`src/rtl/ascon_perm_ctrl.sv`:
```
// Iterative sequencer for the ASCON permutation p^a: owns the 320-bit state and
// steps an external single-round datapath once per clock under a start/done handshake.
module ascon_perm_ctrl #(
    parameter int unsigned MAX_ROUNDS = 12
) (
    input  logic         clk,
    input  logic         rst,
    input  logic         start,
    input  logic [3:0]   rounds,
    input  logic [319:0] state_in,
    output logic         busy,
    output logic         done,
    output logic         err,
    output logic [319:0] state_out,
    output logic [3:0]   rnd_a,
    output logic [3:0]   rnd_i,
    output logic [319:0] rnd_x,
    input  logic [319:0] rnd_y
);

    localparam int unsigned STATE_W = 320;

    typedef enum logic {
        IDLE = 1'b0,
        RUN  = 1'b1
    } fsm_t;

    fsm_t               fsm;
    logic [STATE_W-1:0] state_q;

    // The datapath always sees the live state; the result is read from the same register.
    assign rnd_x     = state_q;
    assign state_out = state_q;

    always_ff @(posedge clk) begin
        if (rst) begin
            fsm     <= IDLE;
            state_q <= '0;
            rnd_a   <= '0;
            rnd_i   <= '0;
            busy    <= 1'b0;
            done    <= 1'b0;
            err     <= 1'b0;
        end else begin
            done <= 1'b0;
            err  <= 1'b0;
            case (fsm)
                IDLE: begin
                    if (start) begin
                        if (rounds == 4'd0) begin
                            // Zero rounds: the identity permutation, answered immediately.
                            state_q <= state_in;
                            done    <= 1'b1;
                        end else if (32'(rounds) > MAX_ROUNDS) begin
                            err <= 1'b1;
                        end else begin
                            state_q <= state_in;
                            rnd_a   <= rounds;
                            rnd_i   <= 4'd0;
                            busy    <= 1'b1;
                            fsm     <= RUN;
                        end
                    end
                end
                RUN: begin
                    state_q <= rnd_y;
                    if (rnd_i == 4'(rnd_a - 4'd1)) begin
                        rnd_i <= 4'd0;
                        busy  <= 1'b0;
                        done  <= 1'b1;
                        fsm   <= IDLE;
                    end else begin
                        rnd_i <= 4'(rnd_i + 4'd1);
                    end
                end
                default: begin
                    fsm  <= IDLE;
                    busy <= 1'b0;
                end
            endcase
        end
    end

endmodule

```
`config.mk`:
```
export PLATFORM = sky130hd
export DESIGN_NAME = ascon_perm_ctrl
export DESIGN_NICKNAME = d
export VERILOG_FILES = /design/src/rtl/ascon_perm_ctrl.sv
export SDC_FILE = /design/constraint.sdc
export NUM_CORES = 1
export LEC_CHECK = 0
export ABC_AREA = 1
export BUFFER_PORTS_ARGS = -buffer_cell sky130_fd_sc_hd__buf_2
export CAP_MARGIN = 15
export CORE_AREA = 2 2 499 501
export CTS_BUF_LIST = sky130_fd_sc_hd__clkbuf_2 sky130_fd_sc_hd__clkbuf_4 sky130_fd_sc_hd__clkbuf_8
export CTS_CLUSTER_SIZE = 10
export DETAILED_ROUTE_END_ITERATION = 6
export DIE_AREA = 0 0 501 503
export PLACE_DENSITY = 0.3
export SYNTH_ARGS = -nofsm -noshare
export SYNTH_HDL_FRONTEND = slang
export SYNTH_SLANG_ARGS = --single-unit
```
`constraint.sdc`:
```
create_clock -name clk -period 1.5 [get_ports clk]
set_clock_uncertainty 0.2 [all_clocks]
set_input_delay 0.225 -clock clk [delete_from_list [all_inputs] [get_ports clk]]
set_output_delay 0.225 -clock clk [all_outputs]
set_load 0.02 [all_outputs]
```
==> flow_metrics.py, run 1 <==
metrics = {
    "die": {
        "io_pins": 1298,
        "coreArea_um2": 247000,
        "start_util_pct": 6.65,
        "die_h_um": 503,
        "die_width_um": 501,
        "rows": 183,
        "die_area_um2": 252000,
    },
    "drt": {
        "via_per_inst": 3.40,
        "antenna_left": 0,
        "avgRoutedWirePerCell_um": 26.5,
        "num_vias": 26900,
        "totalWireLength_um": 209000,
        "dr.first_iter.drc_count": 1992,
        "first_pass_iters": 6,
        "drc_errors": 0,
    },
    "setup_path": {
        "critPathBufInv": 2,
        "crit_family": "flip-flops",
        "crit_required_ns": 1.07,
        "cpMostUsedCell": "buf_6",
        "crit_path_cell_trace": "buf_6 -> buf_6",
        "worstPathMaxFanout": 3,
        "reg2reg_from": "fsm",
        "slowest_delay_ns": 0.40,
        "crit_arrival_ns": 1.44,
        "worst_setup_path_start_kind": "flop",
        "critPathSlowestCell": "dfxtp_4",
        "crit_path_start": "rnd_x[314]",
        "r2r_slack_ns": -0.32,
        "worst_setup_path_end_kind": "primary output",
        "worst-setup-path-type": "reg2out",
    },
    "sta": {
        "max_slew_margin_pct": 79.0,
        "layout_setup_ws_ns": -0.369,
        "max_freq_mhz": 535,
        "min_period_ns": 1.87,
        "finalMaxSlewViolations": 0,
        "rsz0062_at_grt": "yes",
        "fin_crit_sh_pct": 125,
        "finalHoldViolCount": 2,
        "hold_ws_ns": -0.225,
        "worstMarginPinSlew_ns": 0.314,
        "setup_viol": 976,
    },
    "global_routing": {
        "grt_usage_pct": 15.2,
        "top_usage_layer": "met2",
        "grtUsageMet1_pct": 18.2,
        "use_met3_pct": 7.17,
        "met2_usage_pct": 23.7,
        "gr-total-overflow": 0,
        "grt_pass1_wl_um": 256000,
        "antenna_found_initial": 108,
        "grt_max_degree": 37,
        "grt_pass1_vias": 26600,
    },
    "placed_design": {
        "dp.cells": 6424,
        "dpl_cell_area_um2": 25600,
        "gp_congestion": 0.964,
        "dp_hpwl_um": 164000,
        "io_buffer_count": 1297,
        "dp_slack_ns": -0.238,
    },
    "synthesis": {
        "synth_edf_count": 0,
        "synthesis.area_um2": 16400,
        "synthArstFlopShare_pct": 0,
        "ys_seq_elements": 332,
        "netlist-cell-type-count": 22,
        "syn_nets": 2844,
        "ys.flop_type": "dfxtp_1",
        "syn-mean-instance-area_um2": 7.48,
        "yosysSeqAreaShare_pct": 40.5,
        "yosysWarnings": 0,
        "postSynthCellCount": 2195,
    },
    "power_and_ir_drop": {
        "power.density_nw_per_um2": 847,
        "ir_drop_mv": 0.424,
        "leakage_nw": 21.1,
    },
    "cells_and_area": {
        "design_area_um2": 50000,
        "drive_gt1_share_pct": 53.6,
        "layoutNonFillerInstCount": 7904,
        "areaGrowthSynthToFinish_pct": 204,
        "num-nets-final": 5213,
        "fillers": 27000,
    },
    "outcome": {
        "failed_checks": "negative hold slack, negative setup slack",
        "outcome": "finished with violations",
    },
    "clock_network": {
        "numClockSinks": 332,
        "tritoncts": "done",
        "clock_latency_ns": 0.76,
        "ctsLongestPathBuffers": 3,
        "cts_max_level": 3,
        "cts_inserted_buffers": 73,
        "cts.reportedPaths.clkPinSlew_ns": 0.05,
        "root_buffer": "clkbuf_8",
    },
    "worst_hold_path": {
        "min_path_type": "in2reg",
        "hold_start": "rounds[2]",
    },
    "job": {
        "drv_cap": 0,
    },
}
==> synthesized netlist by cell type, drive strengths merged (2+ instances only) <==
library cell / count / area [um2]
nand2: 666 / 2530
buf: 440 / 3140
dfxtp: 332 / 6650
o21ai: 325 / 1630
a31oi: 320 / 2000
clkbuf: 57 / 214
inv: 18 / 67.6
nand3: 14 / 70.1
nor2: 9 / 33.8
a21oi: 8 / 40.0
ha: 2 / 25.0
==> per-stage QoR <==
step | power, mW | TNS [ns] | util (%)
finish | 42.3 | -193.06 | 20.2
global route | 44.1 | -297.63 | 20.2
CTS | 41.3 | -301.60 | 18.9
detailed placement | 22.0 | -53.83 | 10.4
global placement | 22.0 | -53.96 | 10.4
floorplan | 16.4 | -0.287 | -
==> routing by layer <==
metal | part of all wire [%] | vias up | wire (um)
met1 | 41 | 12900 | 85300
met2 | 44 | 1527 | 92100
met5 | 0.23 | - | 477
li1 | - | 12100 | -
met3 | 11 | 319 | 23400
met4 | 3.9 | 60 | 8160
==> tightest hold or removal path, delay by kind of cell <==
| kind | cells | cell delay, ns |
|---|---|---|
| buffers and inverters | 3 | 0.27 |
| and+or+nand+nor | 3 | 0.19 |
==> area by class of cell <==
| class | instances | area [um2] | share of cell area (%) |
|---|---|---|---|
| diodes | 50 | 125 | 0.250 |
| clock buffers | 116 | 1430 | 2.87 |
| clock inverters | 12 | 104 | 0.208 |
| inverters | 18 | 87.6 | 0.175 |
| multi-input cells | 1348 | 8030 | 16.1 |
| flip-flops and latches | 332 | 7800 | 15.6 |
| well taps | 3237 | 4050 | 8.11 |
| repair buffers | 2791 | 28300 | 56.7 |
==> placed cells by master, fill, tap and decap left out, types with 3 or more instances in the layout <==
master and count:
a31oi_2 7, clkbuf_4 26, a31oi_4 34, clkinvlp_4 3
clkinv_2 5, clkbuf_16 26, nor2_1 7, nand2_4 49
buf_12 137, inv_1 12, o21ai_0 36, nand2_1 546
a31oi_1 279, o21ai_2 114, nand3_2 6, dfxtp_2 36
nand2_8 3, buf_4 187, buf_6 503, o21ai_1 168
buf_8 168, buf_2 647, a21oi_1 6, dfxtp_4 296
diode_2 50, clkbuf_8 90, o21ai_4 7, buf_16 48
dlygate4sd3_1 1074, nand2_2 68, inv_6 3, nand3_1 8
==> where the power goes <==
part	internal [mW]	switching (mW)	leakage, nW
registers	9.90	1.80	2.95
clock network	6.21	5.18	0.815
logic	9.82	9.38	17.3
==> what timing repair did <==
| item | 4_1_cts | 5_1_grt |
|---|---|---|
| setup endpoints to repair | 962 | 982 |
| hold buffers | 1075 | 1 |
| pin swaps | 36 | 89 |
| setup buffers | 84 | 98 |
| gates resized for setup | 2315 | 474 |
| endpoints found under the hold margin | 332 | 4 |
| gates cloned | 40 | 29 |
==> sequential cells by signal, indices dropped and copies added, names as in the netlist <==
signal / cells
busy: 1
rnd_x: 320
done: 1
rnd_a: 4
err: 1
fsm: 1
rnd_i: 4
==> cells by family (layout without fill, tap and decap cells) <==
logic type / Yosys count / count (layout) / share of synthesized area [%]
AOI/OAI and AO/OA: 653 / 653 / 22.3
buffers and inverters: 515 / 2937 / 20.8
and+or+nand+nor: 692 / 692 / 16.2
other: 0 / 50 / 0
DFF: 332 / 332 / 40.5
xor gates and xnor gates: 1 / 1 / 0.0533
adders and majority gates: 2 / 2 / 0.152
==> final timing paths <==
| path | endpoint | cells after the start |
|---|---|---|
| worst max-delay path | rnd_x[314] | 2 |
| worst min-delay path | err | 6 |
| worst max register to register | rnd_x[104] | 9 |
| worst min register to register | busy | 2 |
(Power assumes the default switching activity.)
==> run 2, diff against run 1 <==
Settings changed: CORE_AREA 2 2 499 501 to 2 2 500 502, DIE_AREA 0 0 501 503 to 0 0 502 504.
==> run 2 against run 1 <==
The run still ends with negative hold slack, negative setup slack left. Final cell count is 1.8% higher. Sequential share of layout area is 0.18 points lower. Design area is 1.1% higher. Critical path depth stayed put. Setup slack better by 0.0082 ns. Fmax is 0.44% higher. Sequential cell count stayed put. Global-route usage is 0.27 points lower. Core utilization is 0.18 points higher. Via count is 0.39% higher. Critical path type unchanged. Critical endpoint is now state_out[106]. Largest power group unchanged.
==> flow_metrics.py, run 2 (same netlist as run 1, synthesis figures left out) <==
metrics = {
    "outcome": {
        "outcome": "finished with violations",
        "failed_checks": "negative hold slack, negative setup slack",
    },
    "sta": {
        "finalHoldViolCount": 1,
        "rsz0062_at_grt": "yes",
        "max_freq_mhz": 537,
        "max_slew_margin_pct": 54.5,
        "min_period_ns": 1.86,
        "setup_viol": 983,
        "layout_setup_ws_ns": -0.361,
        "fin_crit_sh_pct": 124,
        "hold_ws_ns": -0.154,
        "finalMaxSlewViolations": 0,
        "worstMarginPinSlew_ns": 0.682,
    },
    "setup_path": {
        "worst_setup_path_end_kind": "primary output",
        "slowest_delay_ns": 0.33,
        "worst-setup-path-type": "reg2out",
        "crit_path_cell_trace": "buf_12 -> buf_8",
        "critPathBufInv": 2,
        "crit_family": "flip-flops",
        "worstPathMaxFanout": 3,
        "crit_arrival_ns": 1.44,
        "r2r_slack_ns": -0.36,
        "worst_setup_path_start_kind": "flop",
        "reg2reg_from": "fsm",
        "critPathSlowestCell": "dfxtp_2",
        "reg2reg_depth": 9,
        "crit_required_ns": 1.07,
        "reg2reg_to": "rnd_x[48]",
    },
    "drt": {
        "totalWireLength_um": 209000,
        "avgRoutedWirePerCell_um": 26.0,
        "num_vias": 27000,
        "dr.first_iter.drc_count": 1467,
        "first_pass_iters": 7,
        "via_per_inst": 3.36,
        "drc_errors": 0,
        "antenna_left": 0,
    },
    "clock_network": {
        "clock_latency_ns": 0.82,
        "cts_inserted_buffers": 77,
        "cts_max_level": 3,
        "cts.reportedPaths.clkPinSlew_ns": 0.06,
        "tritoncts": "done",
        "numClockSinks": 332,
        "root_buffer": "clkbuf_8",
        "ctsLongestPathBuffers": 3,
    },
    "cells_and_area": {
        "fin_util_pct": 20.4,
        "final_cell_mix": "1109 x dlygate4sd3_1, 646 x buf_2, 629 x nand2_1",
        "fillers": 27100,
        "num-nets-final": 5241,
        "areaGrowthSynthToFinish_pct": 207,
        "drive_gt1_share_pct": 52.9,
        "final_common_cell": "dlygate4sd3_1",
        "largest_register_ffs": 320,
    },
    "placed_design": {
        "gp_congestion": 0.929,
        "io_buffer_count": 1297,
        "dp_slack_ns": -0.275,
        "dp_hpwl_um": 163000,
    },
    "die": {
        "io_pins": 1298,
        "coreArea_um2": 248000,
        "die_width_um": 502,
        "die_area_um2": 253000,
        "start_util_pct": 6.64,
        "die_h_um": 504,
        "rows": 183,
    },
    "global_routing": {
        "grt_usage_pct": 15.0,
        "grt_pass1_wl_um": 252000,
        "grt_pass1_vias": 26100,
        "antenna_found_initial": 146,
        "grt_max_degree": 77,
        "gr-total-overflow": 0,
    },
    "power_and_ir_drop": {
        "ir_drop_mv": 0.642,
        "power.density_nw_per_um2": 870,
        "leakage_nw": 21.2,
        "p_total_mw": 43.9,
    },
    "worst_hold_path": {
        "min_path_cells": 8,
        "hold_start": "rounds[0]",
        "min_path_type": "in2reg",
        "min_to": "rnd_x[20]",
    },
    "job": {
        "drv_cap": 0,
    },
}
run 2: worst max path at each step:
| stage | slack, ns | to | depth (start not counted) | start |
|---|---|---|---|---|
| floorplan | -0.08 | rnd_i[2] | 8 | rnd_a[0] |
| global placement | -0.29 | rnd_x[58] | 10 | rounds[3] |
| detailed placement | -0.27 | rnd_a[3] | 5 | fsm |
| CTS | -0.53 | rnd_x[106] | 2 | rnd_x[106] |
| global route | -0.49 | state_out[110] | 2 | rnd_x[110] |
| finish | -0.36 | state_out[106] | 2 | rnd_x[106] |
run 2: per-layer routing:
layer	track usage (%)	share of wire [%]
met5	0	0.28
met4	4.10	3.6
met3	7.31	12
met2	23.9	45
met1	17.7	40
run 2: per-stage QoR:
step           hold slack [ns]  instances  instance area (um2)  setup TNS (ns)
2_1_floorplan           0.0941       2195                16400          -0.287
3_3_place_gp             0.244       6489                25600          -64.28
3_5_place_dp             0.241       6489                25600          -59.13
4_1_cts                 -0.273       7805                45800         -334.32
5_1_grt                 -0.179       8008                50400         -337.93
6_report                -0.154       8044                50500         -241.51
run 2: final cells by class:
cell class	count	area [um2]	share of cell area, %
tap	3330	4170	8.25
inverter	18	96.3	0.191
multi-input combinational	1348	7900	15.6
sequential	332	7790	15.4
timing repair buffer	2815	28600	56.6
clock buffer	118	1470	2.92
clock inverter	17	309	0.612
antenna	66	165	0.327
run 2: what timing repair did:
item,in CTS,in global routing
setup buffers,55,122
setup endpoints to repair,979,983
gates cloned,19,61
pin swaps,8,40
resized for setup,2162,540
hold buffers,1109,1
endpoints found under the hold margin,332,2
run 2: report_power, final:
part | leakage, nW | total, mW | switching [mW] | internal (mW)
Sequential | 2.95 | 11.6 | 1.71 | 9.90
Combinational | 17.3 | 19.2 | 9.35 | 9.85
Clock | 0.930 | 13.1 | 5.60 | 7.49
run 2: worst reg2reg max path, cell delays in order, from the launching register on:
cell and delay, ns:
dfxtp_4 0.38, buf_12 0.12, inv_16 0.05, nand2_8 0.12, buf_12 0.12, buf_12 0.14
buf_16 0.21, buf_16 0.17, o21ai_2 0.06, a31oi_1 0.19
